$ cat src/rtl/rv_ctrl_pkg.sv
// Shared encodings for the RV32I multicycle control unit and its ALU decoder.
package rv_ctrl_pkg;

  typedef enum logic [3:0] {
    S_FETCH    = 4'd0,
    S_DECODE   = 4'd1,
    S_MEMADR   = 4'd2,
    S_MEMREAD  = 4'd3,
    S_MEMWB    = 4'd4,
    S_MEMWRITE = 4'd5,
    S_EXECUTER = 4'd6,
    S_ALUWB    = 4'd7,
    S_EXECUTEI = 4'd8,
    S_JAL      = 4'd9,
    S_BEQ      = 4'd10,
    S_TRAP     = 4'd11
  } state_t;

  localparam logic [6:0] OP_LW    = 7'b0000011;
  localparam logic [6:0] OP_SW    = 7'b0100011;
  localparam logic [6:0] OP_RTYPE = 7'b0110011;
  localparam logic [6:0] OP_ITYPE = 7'b0010011;
  localparam logic [6:0] OP_BEQ   = 7'b1100011;
  localparam logic [6:0] OP_JAL   = 7'b1101111;

  localparam logic [2:0] ALU_ADD = 3'd0;
  localparam logic [2:0] ALU_SUB = 3'd1;
  localparam logic [2:0] ALU_AND = 3'd2;
  localparam logic [2:0] ALU_OR  = 3'd3;
  localparam logic [2:0] ALU_SLT = 3'd5;

  localparam logic [1:0] ALUOP_ADD   = 2'b00;
  localparam logic [1:0] ALUOP_SUB   = 2'b01;
  localparam logic [1:0] ALUOP_FUNCT = 2'b10;

  localparam logic [1:0] SRC_A_PC    = 2'b00;
  localparam logic [1:0] SRC_A_OLDPC = 2'b01;
  localparam logic [1:0] SRC_A_RS1   = 2'b10;

  localparam logic [1:0] SRC_B_RS2  = 2'b00;
  localparam logic [1:0] SRC_B_IMM  = 2'b01;
  localparam logic [1:0] SRC_B_FOUR = 2'b10;

  localparam logic [1:0] RES_ALUOUT    = 2'b00;
  localparam logic [1:0] RES_MEMDATA   = 2'b01;
  localparam logic [1:0] RES_ALURESULT = 2'b10;

  localparam logic [1:0] IMM_I = 2'b00;
  localparam logic [1:0] IMM_S = 2'b01;
  localparam logic [1:0] IMM_B = 2'b10;
  localparam logic [1:0] IMM_J = 2'b11;

endpackage

$ cat src/rtl/multicycle_ctrl_alu_decoder.sv
// Combinational ALU operation decode from the FSM's ALU op class and instruction funct fields.
module alu_decoder
  import rv_ctrl_pkg::*;
#(
  parameter int ALU_CTRL_W = 3
) (
  input  logic [1:0]            alu_op_i,
  input  logic [2:0]            funct3_i,
  input  logic                  funct7_5_i,
  input  logic                  op_5_i,
  output logic [ALU_CTRL_W-1:0] alu_control_o,
  output logic                  illegal_o
);

  logic [2:0] code;

  // opcode[5] separates R-type from I-type, so addi with imm[10]=1 still adds
  always_comb begin
    code      = ALU_ADD;
    illegal_o = 1'b0;
    case (alu_op_i)
      ALUOP_SUB: code = ALU_SUB;
      ALUOP_FUNCT: begin
        case (funct3_i)
          3'b000:  code = (funct7_5_i && op_5_i) ? ALU_SUB : ALU_ADD;
          3'b010:  code = ALU_SLT;
          3'b110:  code = ALU_OR;
          3'b111:  code = ALU_AND;
          default: illegal_o = 1'b1;
        endcase
      end
      default: code = ALU_ADD;
    endcase
  end

  assign alu_control_o = ALU_CTRL_W'(code);

endmodule

$ cat src/rtl/multicycle_ctrl.sv
// RV32I multicycle control FSM with mem_ready wait states, access timeout and sticky trap.
module multicycle_ctrl
  import rv_ctrl_pkg::*;
#(
  parameter int ALU_CTRL_W  = 3,
  parameter int MEM_TIMEOUT = 15,
  parameter int TO_W        = 4
) (
  input  logic                  clk,
  input  logic                  reset,
  input  logic [6:0]            opcode,
  input  logic [2:0]            funct3,
  input  logic [6:0]            funct7,
  input  logic                  zero,
  input  logic                  mem_ready,
  output logic                  mem_req,
  output logic                  mem_write,
  output logic                  reg_write,
  output logic                  ir_write,
  output logic                  pc_write,
  output logic                  instruction_or_data,
  output logic [1:0]            result_src,
  output logic [1:0]            alu_src_a,
  output logic [1:0]            alu_src_b,
  output logic [1:0]            imm_src,
  output logic [ALU_CTRL_W-1:0] alu_control,
  output logic [3:0]            current_state,
  output logic                  illegal_instr,
  output logic                  bus_error
);

  localparam logic [TO_W-1:0] TO_LIMIT = TO_W'(MEM_TIMEOUT);
  localparam logic [TO_W-1:0] TO_MAX   = '1;

  state_t          state_q, state_d;
  logic [TO_W-1:0] to_q, to_d;
  logic            illegal_q, illegal_d;
  logic            bus_q, bus_d;
  logic [1:0]      alu_op;
  logic            dec_illegal, funct7_ok, timeout_hit;
  logic            mem_write_c, reg_write_c, ir_write_c, pc_write_c;

  alu_decoder #(.ALU_CTRL_W(ALU_CTRL_W)) u_alu_decoder (
    .alu_op_i      (alu_op),
    .funct3_i      (funct3),
    .funct7_5_i    (funct7[5]),
    .op_5_i        (opcode[5]),
    .alu_control_o (alu_control),
    .illegal_o     (dec_illegal)
  );

  assign funct7_ok   = (funct7 == 7'h00) || (funct7 == 7'h20);
  assign timeout_hit = (MEM_TIMEOUT != 0) && (to_q == TO_LIMIT) && !mem_ready;

  always_comb begin
    mem_req             = 1'b0;
    mem_write_c         = 1'b0;
    reg_write_c         = 1'b0;
    ir_write_c          = 1'b0;
    pc_write_c          = 1'b0;
    instruction_or_data = 1'b0;
    result_src          = RES_ALUOUT;
    alu_src_a           = SRC_A_PC;
    alu_src_b           = SRC_B_RS2;
    imm_src             = IMM_I;
    alu_op              = ALUOP_ADD;
    case (state_q)
      S_FETCH: begin
        mem_req    = 1'b1;
        alu_src_b  = SRC_B_FOUR;
        result_src = RES_ALURESULT;
        ir_write_c = mem_ready;
        pc_write_c = mem_ready;
      end
      S_DECODE: begin
        alu_src_a = SRC_A_OLDPC;
        alu_src_b = SRC_B_IMM;
        imm_src   = IMM_B;
      end
      S_MEMADR: begin
        alu_src_a = SRC_A_RS1;
        alu_src_b = SRC_B_IMM;
        imm_src   = (opcode == OP_SW) ? IMM_S : IMM_I;
      end
      S_MEMREAD: begin
        mem_req             = 1'b1;
        instruction_or_data = 1'b1;
      end
      S_MEMWB: begin
        result_src  = RES_MEMDATA;
        reg_write_c = 1'b1;
      end
      S_MEMWRITE: begin
        mem_req             = 1'b1;
        mem_write_c         = 1'b1;
        instruction_or_data = 1'b1;
      end
      S_EXECUTER: begin
        alu_src_a = SRC_A_RS1;
        alu_op    = ALUOP_FUNCT;
      end
      S_EXECUTEI: begin
        alu_src_a = SRC_A_RS1;
        alu_src_b = SRC_B_IMM;
        alu_op    = ALUOP_FUNCT;
      end
      S_ALUWB: reg_write_c = 1'b1;
      S_JAL: begin
        alu_src_a  = SRC_A_OLDPC;
        alu_src_b  = SRC_B_FOUR;
        imm_src    = IMM_J;
        pc_write_c = 1'b1;
      end
      S_BEQ: begin
        alu_src_a  = SRC_A_RS1;
        alu_op     = ALUOP_SUB;
        pc_write_c = zero;
      end
      default: ;
    endcase
  end

  // A completing mem_ready always beats the timeout in the same cycle
  always_comb begin
    state_d   = state_q;
    illegal_d = illegal_q;
    bus_d     = bus_q;
    case (state_q)
      S_FETCH:
        if (mem_ready) state_d = S_DECODE;
        else if (timeout_hit) begin state_d = S_TRAP; bus_d = 1'b1; end
      S_DECODE:
        case (opcode)
          OP_LW, OP_SW: state_d = S_MEMADR;
          OP_RTYPE:     state_d = S_EXECUTER;
          OP_ITYPE:     state_d = S_EXECUTEI;
          OP_JAL:       state_d = S_JAL;
          OP_BEQ:       state_d = S_BEQ;
          default: begin state_d = S_TRAP; illegal_d = 1'b1; end
        endcase
      S_MEMADR: state_d = (opcode == OP_SW) ? S_MEMWRITE : S_MEMREAD;
      S_MEMREAD:
        if (mem_ready) state_d = S_MEMWB;
        else if (timeout_hit) begin state_d = S_TRAP; bus_d = 1'b1; end
      S_MEMWB: state_d = S_FETCH;
      S_MEMWRITE:
        if (mem_ready) state_d = S_FETCH;
        else if (timeout_hit) begin state_d = S_TRAP; bus_d = 1'b1; end
      S_EXECUTER:
        if (dec_illegal || !funct7_ok) begin state_d = S_TRAP; illegal_d = 1'b1; end
        else state_d = S_ALUWB;
      S_EXECUTEI:
        if (dec_illegal) begin state_d = S_TRAP; illegal_d = 1'b1; end
        else state_d = S_ALUWB;
      S_ALUWB: state_d = S_FETCH;
      S_JAL:   state_d = S_ALUWB;
      S_BEQ:   state_d = S_FETCH;
      default: state_d = S_TRAP;
    endcase

    to_d = to_q;
    if ((state_d != state_q) &&
        (state_d == S_FETCH || state_d == S_MEMREAD || state_d == S_MEMWRITE))
      to_d = '0;
    else if (mem_req && !mem_ready && (to_q != TO_MAX))
      to_d = to_q + TO_W'(1);
  end

  always_ff @(posedge clk or negedge reset) begin
    if (!reset) begin
      state_q   <= S_FETCH;
      to_q      <= '0;
      illegal_q <= 1'b0;
      bus_q     <= 1'b0;
    end else begin
      state_q   <= state_d;
      to_q      <= to_d;
      illegal_q <= illegal_d;
      bus_q     <= bus_d;
    end
  end

  assign mem_write     = mem_write_c & reset;
  assign reg_write     = reg_write_c & reset;
  assign ir_write      = ir_write_c & reset;
  assign pc_write      = pc_write_c & reset;
  assign current_state = state_q;
  assign illegal_instr = illegal_q;
  assign bus_error     = bus_q;

endmodule

$ cat config.mk
export PLATFORM = sky130hd
export DESIGN_NAME = multicycle_ctrl
export DESIGN_NICKNAME = d
export VERILOG_FILES = /design/src/rtl/rv_ctrl_pkg.sv /design/src/rtl/multicycle_ctrl_alu_decoder.sv /design/src/rtl/multicycle_ctrl.sv
export SDC_FILE = /design/constraint.sdc
export NUM_CORES = 1
export LEC_CHECK = 0
export ABC_AREA = 0
export CAP_MARGIN = 20
export CORE_MARGIN = 5
export CORE_UTILIZATION = 40
export CTS_BUF_LIST = sky130_fd_sc_hd__clkbuf_16
export CTS_CLUSTER_DIAMETER = 100
export DETAILED_ROUTE_END_ITERATION = 10
export DONT_BUFFER_PORTS = 1
export SYNTH_ARGS = -nofsm -noshare
export SYNTH_HDL_FRONTEND = slang
export SYNTH_SLANG_ARGS = --single-unit
$ cat constraint.sdc
create_clock -name clk -period 2.9 [get_ports clk]
set_input_delay 0.435 -clock clk [delete_from_list [all_inputs] [get_ports clk]]
set_output_delay 0.435 -clock clk [all_outputs]
set_load 0.005 [all_outputs]
* Yosys cells after proc, flatten, opt, wreduce, memory -nomap -nowiden
Index checks and enable logic that the tools add are counted.
Operators by class: reduce and logical (&&, ||, !) cells 31, bitwise logic cells 5, equality and inequality tests 30, muxes and demuxes 32, add/subtract/negate cells 1
Operator list (number):
- $pmux W4 S9 | 1
- $mux W4 | 8
- $eq A7 B6 Y1 const B | 3
- $eq A4 B3 Y1 const B | 5
- $pmux W4 S5 | 1
- $eq A4 B4 Y1 const B | 4
- $pmux W2 S2 | 4
- $eq A7 B7 Y1 const B | 2
- $eq A4 B2 Y1 const B | 3
- $mux W1 | 12
- $pmux W3 S4 | 1
- $reduce_or A2 Y1 | 6
- $reduce_or A3 Y1 | 3
- $logic_not A4 Y1 | 2
- $reduce_or A4 Y1 | 2
- $eq A7 B2 Y1 const B | 1
- $eq A7 B5 Y1 const B | 1
- $logic_not A7 Y1 | 1
- $eq A3 B3 Y1 const B | 2
- $ne A2 B2 Y1 const B | 3
- $pmux W1 S3 | 2
- $pmux W2 S3 | 1
- $pmux W3 S2 | 1
- $reduce_or A6 Y1 | 1
- other kinds (18) | 29
Word-level totals: register bits 10, bits of input ports 21, output and inout port bits 23, word-level logic and storage cells 103

* Depth between registers and ports, before layout
Gate-level depths: netlist of run 1.
depth in word-level cells 13, depth in mapped cells 12, depth with buffers taken out 11

* Hierarchy
Synthesis of run 1 repeated with hierarchy kept, for this count alone.
Unflattened totals: cells, all modules 150, area, all modules 1169.9 sq um
Modules (own cells, without submodules):
- multicycle_ctrl | cells an instance 135, times used 1, area an instance 1057.3 sq um, seq. area each 250.2 sq um
- alu_decoder | cells an instance 15, times used 1, area an instance 112.6 sq um, seq. area each 0.0 sq um

* Worst setup path after synthesis of run 1
No wires, ideal clock.
kind reg-to-reg, from reg state_q[2], in the netlist current_state[2], to reg to_q[3], path buffers 2, data required time 2778 ps, path slack 626 ps, arrival 2151 ps, stages on the path, launching flop included 12, cell sequence dfrtp_1 buf_2 buf_2 nand2b_1 nand2b_1 ha_1 a21bo_2 o41ai_1 a221oi_2 nand4_1 nand2_1 o21ai_1
Between the ends: word-level cells in the longest chain between the ends 13
RTL lines:
- from (decl) | RTL line multicycle_ctrl.sv:35 | state_t state_q, state_d;
- from (signal assigned) | RTL line multicycle_ctrl.sv:176 | state_q <= state_d;
- $eq A4 B4 Y1 / $eq A4 B3 Y1 (equally long branches) | RTL line multicycle_ctrl.sv:67, multicycle_ctrl.sv:128
- $reduce_or A2 Y1 (no line)
- $pmux W2 S2 | RTL line multicycle_ctrl.sv:67 | case (state_q)
- $eq A2 B2 Y1 | RTL line multicycle_ctrl_alu_decoder.sv:21 | case (alu_op_i)
- $mux W1 | RTL line multicycle_ctrl_alu_decoder.sv:21
- $logic_or A1 B1 Y1 | RTL line multicycle_ctrl.sv:150 | if (dec_illegal || !funct7_ok) begin state_d = S_TRAP; illegal_d = 1'b1; end
- $mux W4 | RTL line multicycle_ctrl.sv:150
- $pmux W4 S9 | RTL line multicycle_ctrl.sv:128 | case (state_q)
- $eq A4 B2 Y1 / $logic_not A4 Y1 (equally long branches) | RTL line multicycle_ctrl.sv:163 | (state_d == S_FETCH || state_d == S_MEMREAD || state_d == S_MEMWRITE))
- $logic_or A1 B1 Y1 (2 in a row) | RTL line multicycle_ctrl.sv:163
- $logic_and A1 B1 Y1 | RTL line multicycle_ctrl.sv:162 | if ((state_d != state_q) &&
- $mux W4 / $reduce_bool A2 Y1 (equally long branches)
- to (signal assigned) | RTL line multicycle_ctrl.sv:177 | to_q <= to_d;
- to (decl) | RTL line multicycle_ctrl.sv:36 | logic [TO_W-1:0] to_q, to_d;
Several ways; a longest one is shown, not always the timed one. A chain may end at the register's enable or synchronous reset.

* Worst setup path after layout of run 1
Same ends and word-level chain as after synthesis.

==> results of run 1 <==
-- layer usage --
metal | global-route usage [%] | vias to the layer above | wire length [µm]
met2 | 26.4 | 48 | 1600
met1 | 20.8 | 566 | 1370
met5 | 0 | - | 0
met3 | 4.73 | 2 | 339
met4 | 3.05 | 0 | 23
li1 | - | 573 | -
-- timing repair --
action,4_1_cts,5_1_grt
setup buffers,0,0
hold buffers,1,0
endpoints found under the hold margin,10,0
endpoints found under the setup margin,0,0
-- layout by cell type, fill, tap and decap left out, types with 5 or more instances in the layout --
cell	n
nand2_1	21
nor2_1	18
nand2b_1	10
dfrtp_1	10
nor3_1	8
a21oi_1	8
inv_1	7
o21ai_0	6
nand3_1	5
o21ai_1	5
buf_4	5
-- where the power goes --
group / internal (mW) / switching, mW / leakage (nW)
registers: 0.198 / 0.0563 / 0.121
clock network: 0.179 / 0.0664 / 0.0370
logic: 0.402 / 0.596 / 0.413
-- cell families after synthesis --
family,after synthesis
AO/OA/AOI/OAI,38
XOR/XNOR,4
adder cells (fa/ha/maj),3
buffers and inverters,15
flip-flops,10
multiplexers,3
AND/OR/NAND/NOR,85
-- state kept, by name, summed over array words and instances (netlist names) --
register and flops:
to_q 4, bus_error 1, illegal_instr 1, current_state 4
-- area by class of cell --
cell class              instances  area share [%]
multi-input cells             133            66.2
inverters                       7            2.03
clock buffers                   3            5.79
repair buffers                  6            3.66
well taps                      31            2.99
flip-flops and latches         10            19.3
-- per-stage QoR --
stage	util, %	instances	hold slack [ns]	instance area, µm²
2_1_floorplan	-	158	0.139	1180
3_3_place_gp	43.6	186	0.140	1210
3_5_place_dp	43.6	186	0.140	1210
4_1_cts	46.6	190	0.505	1300
5_1_grt	46.6	190	0.523	1300
6_report	46.6	190	0.496	1300
-- worst max-delay path, delay by kind of cell (launching register included) --
family	cells	cell delay (ns)
AO/OA/AOI/OAI	4	0.67
buffers and inverters	1	0.22
flip-flops	1	0.41
adder cells (fa/ha/maj)	1	0.22
AND/OR/NAND/NOR	4	0.69
-- worst max path at each step --
stage / startpoint / endpoint
after floorplan: current_state[2]$_DFF_PN0_ / to_q[3]$_DFFE_PN0P_
after detailed placement: current_state[1]$_DFF_PN0_ / to_q[1]$_DFFE_PN0P_
after CTS: current_state[2]$_DFF_PN0_ / alu_control[2]
after global routing: current_state[2]$_DFF_PN0_ / to_q[1]$_DFFE_PN0P_
final: current_state[2]$_DFF_PN0_ / to_q[3]$_DFFE_PN0P_
after global placement: current_state[1]$_DFF_PN0_ / to_q[3]$_DFFE_PN0P_
==> flow_summary.json, run 1 <==
{
  "tightest_slew_ns": 0.472,
  "r2r_setup_slack_ns": 0.58,
  "portBuffers": 0,
  "ir_worst_vdd_mv": 0.564,
  "grt_pass1_vias": 1121,
  "path_common_cell": "nand2b_1",
  "cts_resized": 0,
  "drt_first_iter_violations": 81,
  "synthCells": 158,
  "wl_per_cell_um": 17.6,
  "syn_area_um2": 1180,
  "seqCellArea_um2": 250,
  "slew_headroom_pct": 68.4,
  "h-tree-depth": 1,
  "path_max_fanout": 20,
  "r2r-end": "to_q[3]$_DFFE_PN0P_",
  "cts_buffers": 3,
  "p_leak_nw": 0.571,
  "syn_avg_cell_area_um2": 7.47,
  "num_vias": 1189,
  "area_growth_pct": 9.97,
  "synth_top_area_share_pct": 21.2,
  "die_height_um": 64.3,
  "initial_utilization_pct": 42.4,
  "yosysWarnings": 0,
  "gp_congestion": 0.810,
  "maxCapViolations": 0,
  "ys_types": 49,
  "cts_buffer_depth": 2,
  "finalClockSkew_ns": 0.000933,
  "synth_compound_area_share_pct": 24.4,
  "status": "complete, no violations",
  "final.fill_count": 289,
  "path_cells": "buf_4 > nand2b_1 > nand2b_1 > ha_1 > a21bo_2 > o41ai_1 > a221oi_2 > nand4_1 > nand2_1 > o21ai_1",
  "post-synth-top-count-cell": "nand2_1",
  "grt_pass1_wl_mm": 5.43,
  "clock_latency_ns": 0.24,
  "grt_overflow": 0,
  "final_antenna_net_count": 0,
  "slowest_stage": "dfrtp_1",
  "timing.rr.start": "current_state[2]$_DFF_PN0_",
  "end_kind": "flop",
  "post-place-ws_ns": 0.581,
  "synth_xor_area_share_pct": 2.97,
  "drtPass1Iterations": 5,
  "start_kind": "flop",
  "setup_viol": 0,
  "antenna_cells": 0,
  "critPathKind": "reg2reg",
  "hp-start": "illegal_instr$_DFFE_PN0P_",
  "nets": 185,
  "reg2regPathDepth": 10,
  "synth_top_family_by_area": "simple AND/OR/NAND/NOR gates",
  "synth_area_leader_cell": "dfrtp_1",
  "rsz0062_at_grt": "false",
  "synth_commonest_cells": "nand2_1, nor2_1, dfrtp_1, nand2b_1",
  "core_area_um2": 2780,
  "cts.sinks": 10,
  "synth-seq-cells": 10,
  "yosys-top-cells-area": "dfrtp_1, nand2_1, nor2_1",
  "place.detailed.hpwl_mm": 2.64,
  "yosys.area_share.simple_pct": 39.6,
  "drc": 0,
  "finalPower_mw": 1.50,
  "ctsRootBufferMaster": "clkbuf_16",
  "synth_mux_area_share_pct": 2.76,
  "antenna_found_initial": 0,
  "synth-edff-count": 0,
  "setup_slack_ns": 0.576,
  "power_density_nw_per_um2": 1150,
  "finalMaxSlewViolations": 0,
  "max_stage_delay_ns": 0.41,
  "min_to": "illegal_instr$_DFFE_PN0P_",
  "finalWirelength_mm": 3.34,
  "async_flop_share_pct": 100,
  "ys_seq_area_share_pct": 21.2,
  "clk_pin_slew_worst_paths_ns": 0.04,
  "cts_tree": "built",
  "vias_per_cell": 6.26,
  "grt_use_total_pct": 16.0,
  "hp-class": "reg2reg",
  "fin_crit_ns": 2.32,
  "critPathRequiredTime_ns": 3.02,
  "synthAdderAreaFrac_pct": 3.18,
  "grt_max_degree": 21,
  "drive_gt1_share_pct": 11.3,
  "multi_input_comb_area_um2": 860,
  "finalHoldViolCount": 0,
  "boundaryPins": 44,
  "dieArea_um2": 4140,
  "syn_nets": 182,
  "fmax_mhz": 430,
  "min_path_cells": 1,
  "cp.arrival_ns": 2.45,
  "dieWidth_um": 64.3,
  "rows": 19,
  "period_share_pct": 80.1,
  "synth_ff_type": "dfrtp_1",
  "fin_tns_setup_ns": 0
}
Power figures use the tool's default switching activity.
==> run 2, diff against run 1 <==
Clock period 2.9 ns to 2.1 ns, I/O delays scaled along.
==> flow_summary.json, run 2 (synthesis results as in run 1) <==
{
  "setup_viol": 3,
  "grt_max_degree": 18,
  "rsz0062_at_grt": "true",
  "end_kind": "flop",
  "grt_overflow": 0,
  "antenna_found_initial": 0,
  "fin_tns_setup_ns": -0.0868,
  "finalHoldViolCount": 0,
  "hp-start": "funct7[6]",
  "drt_first_iter_violations": 86,
  "h-tree-depth": 1,
  "final_cell_mix": "nand2_1, buf_4, nor2_1",
  "place.detailed.hpwl_mm": 2.70,
  "violations": "negative setup slack",
  "nets": 199,
  "cp_num_buf_inv": 2,
  "ctsRootBufferMaster": "clkbuf_16",
  "min_path_cells": 4,
  "wl_per_cell_um": 17.9,
  "hp-class": "in2reg",
  "grt_pass1_wl_mm": 5.98,
  "drc": 0,
  "timing.rr.start": "current_state[1]$_DFF_PN0_",
  "mostFrequentLayoutCell": "nand2_1",
  "drive_gt1_share_pct": 27.0,
  "reg2regPathDepth": 8,
  "slew_headroom_pct": 65.8,
  "dieArea_um2": 4140,
  "grt_pass1_vias": 1227,
  "max_stage_delay_ns": 0.41,
  "critPathKind": "reg2reg",
  "setup_slack_ns": -0.0335,
  "p_leak_nw": 0.673,
  "cp_top_family": "compound AO/OA/AOI/OAI gates",
  "vias_per_cell": 6.11,
  "num_vias": 1253,
  "ir_worst_vdd_mv": 1.05,
  "cts.sinks": 10,
  "start_kind": "flop",
  "final_antenna_net_count": 0,
  "status": "finished, violations left",
  "cts_buffers": 3,
  "gp_congestion": 0.816,
  "fin_util_pct": 54.7,
  "die_height_um": 64.3,
  "finalWirelength_mm": 3.68,
  "min_to": "current_state[3]$_DFF_PN0_",
  "path_cells": "buf_4 > buf_4 > a311oi_1 > a21oi_1 > o211ai_1 > nand3_1 > o22ai_2 > o21ai_1",
  "fin_crit_ns": 2.13,
  "cp.arrival_ns": 2.25,
  "post-place-ws_ns": 0.0103,
  "clk_pin_slew_worst_paths_ns": 0.04,
  "antenna_cells": 0,
  "portBuffers": 0,
  "r2r-end": "to_q[1]$_DFFE_PN0P_",
  "period_share_pct": 102,
  "boundaryPins": 44,
  "clock_latency_ns": 0.24,
  "cts_buffer_depth": 2,
  "initial_utilization_pct": 42.4,
  "rows": 19,
  "drtPass1Iterations": 4,
  "finalClockSkew_ns": 0.00310,
  "cts_tree": "built",
  "grt_use_total_pct": 18.1,
  "dieWidth_um": 64.3,
  "path_common_cell": "buf_4",
  "power_density_nw_per_um2": 1570,
  "maxCapViolations": 0,
  "r2r_setup_slack_ns": -0.03,
  "critPathRequiredTime_ns": 2.21,
  "slowest_stage": "dfrtp_2",
  "fmax_mhz": 469,
  "tightest_slew_ns": 0.512,
  "finalMaxSlewViolations": 0,
  "core_area_um2": 2780,
  "area_growth_pct": 29.0,
  "path_max_fanout": 17
}
run 2: worst max path at each step:
stage	startpoint	to	slack [ns]	cells after the start
detailed placement	current_state[2]$_DFF_PN0_	to_q[2]$_DFFE_PN0P_	0.01	10
global route	current_state[2]$_DFF_PN0_	to_q[3]$_DFFE_PN0P_	-0.14	11
floorplan	current_state[2]$_DFF_PN0_	to_q[0]$_DFFE_PN0P_	-0.002	12
CTS	current_state[2]$_DFF_PN0_	to_q[2]$_DFFE_PN0P_	-0.004	11
global placement	current_state[2]$_DFF_PN0_	to_q[3]$_DFFE_PN0P_	0.05	10
finish	current_state[1]$_DFF_PN0_	to_q[1]$_DFFE_PN0P_	-0.03	8
run 2: metal layers:
metal | vias to the layer above | global-route usage [%] | share of wire (%)
li1 | 606 | - | -
met1 | 595 | 21.7 | 40
met2 | 47 | 29.7 | 50
met3 | 5 | 6.30 | 8.2
met4 | 0 | 6.11 | 1.3
met5 | - | 0 | 0
run 2: power breakdown:
part	internal, mW	switching, mW
Combinational	0.757	0.936
Sequential	0.277	0.0698
Clock	0.250	0.0929
Total	1.28	1.10
run 2: worst reg2reg max path: stages (launching register included):
cell,delay [ns]
dfrtp_2,0.41
buf_4,0.16
buf_4,0.20
a311oi_1,0.36
a21oi_1,0.07
o211ai_1,0.30
nand3_1,0.19
o22ai_2,0.21
o21ai_1,0.10
run 2: cell type report:
class,instances,area [µm²]
fillers,254,1260
multi-input cells,133,956
flip-flops and latches,10,253
repair buffers,20,169
clock buffers,3,75.1
well taps,31,38.8
inverters,7,26.3
clock inverters,1,3.75
run 2: repair_timing:
action,in CTS,in global routing
pin swaps,3,2
endpoints found under the hold margin,10,0
setup endpoints to repair,6,9
buffers inserted,5,0
gates resized for setup,6,6
gates cloned,0,0
hold buffers,1,0
run 2: stage by stage:
step	hold WS (ns)	area (µm²)	std cells	power, mW
finish	0.395	1520	205	2.38
global route	0.406	1520	205	2.56
CTS	0.398	1500	205	2.34
detailed placement	0.0197	1330	195	1.88
global placement	0.0197	1330	195	1.85
floorplan	0.0194	1240	158	1.53
==> run 3, diff against run 2 <==
Settings changed: CORE_UTILIZATION 40 to 45, GPL_TIMING_DRIVEN set to 1.
==> flow_summary.json, run 3 (synthesis results as in run 1) <==
{
  "dp_cells": 192,
  "post_layout_nonfiller_instances": 200,
  "rows": 18,
  "status": "complete, no violations",
  "boundaryPins": 44,
  "portBuffers": 0,
  "r2r-end": "to_q[1]$_DFFE_PN0P_",
  "timing.rr.start": "current_state[2]$_DFF_PN0_",
  "fmax_mhz": 477,
  "finalWirelength_mm": 3.50,
  "antenna_cells": 0,
  "cts.sinks": 10,
  "slowest_stage": "or4b_1",
  "h-tree-depth": 1,
  "rsz0062_at_grt": "true",
  "cp_top_family": "simple AND/OR/NAND/NOR gates",
  "ir_worst_vdd_mv": 0.896,
  "wl_per_cell_um": 17.5,
  "fin_util_pct": 59.0,
  "path_cells": "buf_4 > buf_4 > or4b_1 > nor3_2 > or2_4 > o22ai_2 > o21ai_1",
  "antenna_found_initial": 0,
  "timing.hold.ws_ns": 0.396,
  "cp.arrival_ns": 2.25,
  "start_kind": "flop",
  "die_height_um": 61.2,
  "min_path_cells": 3,
  "nets": 196,
  "reg2regPathDepth": 7,
  "drtPass1Iterations": 4,
  "finalClockSkew_ns": 0.00167,
  "hp-class": "in2reg",
  "clock_latency_ns": 0.23,
  "placed_area_um2": 1320,
  "max_stage_delay_ns": 0.60,
  "path_common_cell": "buf_4",
  "critPathKind": "reg2reg",
  "dieWidth_um": 61.2,
  "dieArea_um2": 3750,
  "end_kind": "flop",
  "area_growth_pct": 25.0,
  "cts_tree": "built",
  "tightest_slew_ns": 0.492,
  "period_share_pct": 99.9,
  "finalHoldViolCount": 0,
  "maxCapViolations": 0,
  "p_leak_nw": 0.650,
  "post-place-ws_ns": 0.0178,
  "power_density_nw_per_um2": 1570,
  "p_clk_share_pct": 14.2,
  "fin_area_um2": 1480,
  "gp_congestion": 0.857,
  "slew_headroom_pct": 67.1,
  "cts_buffers": 3,
  "hp-start": "mem_ready",
  "drt_first_iter_violations": 60,
  "p_int_mw": 1.25,
  "cp_num_buf_inv": 2,
  "min_to": "current_state[0]$_DFF_PN0_",
  "grt_pass1_vias": 1160,
  "grt_max_degree": 19,
  "setup_viol": 0,
  "cts_buffer_depth": 2,
  "grt_use_total_pct": 19.3,
  "critPathRequiredTime_ns": 2.25,
  "path_max_fanout": 18,
  "p_sw_share_pct": 45.7,
  "fin_crit_ns": 2.10,
  "drc": 0,
  "mostFrequentLayoutCell": "nand2_1",
  "seq_power_share_pct": 14.7,
  "drive_gt1_share_pct": 23.5,
  "setup_slack_ns": 0.00158,
  "final_antenna_net_count": 0,
  "grt_pass1_wl_mm": 5.33,
  "ctsRootBufferMaster": "clkbuf_16",
  "final_cell_mix": "nand2_1, nor2_1, buf_4",
  "core_area_um2": 2500,
  "vias_per_cell": 6.03,
  "place.detailed.hpwl_mm": 2.63,
  "num_vias": 1205,
  "p_sw_mw": 1.06,
  "initial_utilization_pct": 47.2,
  "finalMaxSlewViolations": 0,
  "grt_overflow": 0,
  "r2r_setup_slack_ns": 0.002,
  "clk_pin_slew_worst_paths_ns": 0.04,
  "pwr-share-comb_pct": 71.1
}
## run 3: layer usage
layer	part of all wire (%)	global-route usage, %
met2	47	31.6
met1	44	24.7
met4	1.7	7.43
met3	7.3	4.40
met5	0	0
## run 3: timing repair
| item | in CTS | in global routing |
|---|---|---|
| setup endpoints to repair | 2 | 8 |
| resized for setup | 3 | 4 |
| buffers inserted | 4 | 0 |
| hold endpoints to repair | 10 | 0 |
| hold buffers | 1 | 0 |
| pin swaps | 2 | 4 |
## run 3: metrics by stage
| step | power [mW] | TNS [ns] |
|---|---|---|
| CTS | 2.30 | 0 |
| floorplan | 1.53 | -0.00190 |
| detailed placement | 1.88 | 0 |
| global route | 2.51 | -0.711 |
| global placement | 1.83 | 0 |
| finish | 2.31 | 0 |
## run 3: cell type report
type / instances / area, µm²
fill: 234 / 1020
multi-input combinational: 133 / 943
sequential: 10 / 250
timing repair buffer: 17 / 143
clock buffer: 3 / 75.1
tap: 30 / 37.5
inverter: 7 / 26.3
## run 3: power by group through the flow
| stage | clock (mW) | combinational [mW] | sequential (mW) |
|---|---|---|---|
| after floorplan | 0 | 1.19 | 0.339 |
| after global placement | 0 | 1.49 | 0.346 |
| after detailed placement | 0 | 1.53 | 0.349 |
| after CTS | 0.332 | 1.63 | 0.339 |
| after global routing | 0.339 | 1.82 | 0.353 |
| final | 0.327 | 1.64 | 0.340 |
## run 3: worst max path at each step
stage	startpoint	endpoint	slack, ns	depth (start not counted)
floorplan	current_state[2]$_DFF_PN0_	to_q[0]$_DFFE_PN0P_	-0.002	12
detailed placement	current_state[2]$_DFF_PN0_	to_q[0]$_DFFE_PN0P_	0.02	11
CTS	current_state[3]$_DFF_PN0_	to_q[0]$_DFFE_PN0P_	0.0004	11
global route	current_state[2]$_DFF_PN0_	to_q[1]$_DFFE_PN0P_	-0.19	11
global placement	current_state[2]$_DFF_PN0_	to_q[0]$_DFFE_PN0P_	0.08	11
finish	current_state[2]$_DFF_PN0_	to_q[1]$_DFFE_PN0P_	0.002	7
## run 3: worst register-to-register path: stages (launching register included)
cell	delay, ns
dfrtp_1	0.41
buf_4	0.16
buf_4	0.20
or4b_1	0.60
nor3_2	0.24
or2_4	0.16
o22ai_2	0.08
o21ai_1	0.16
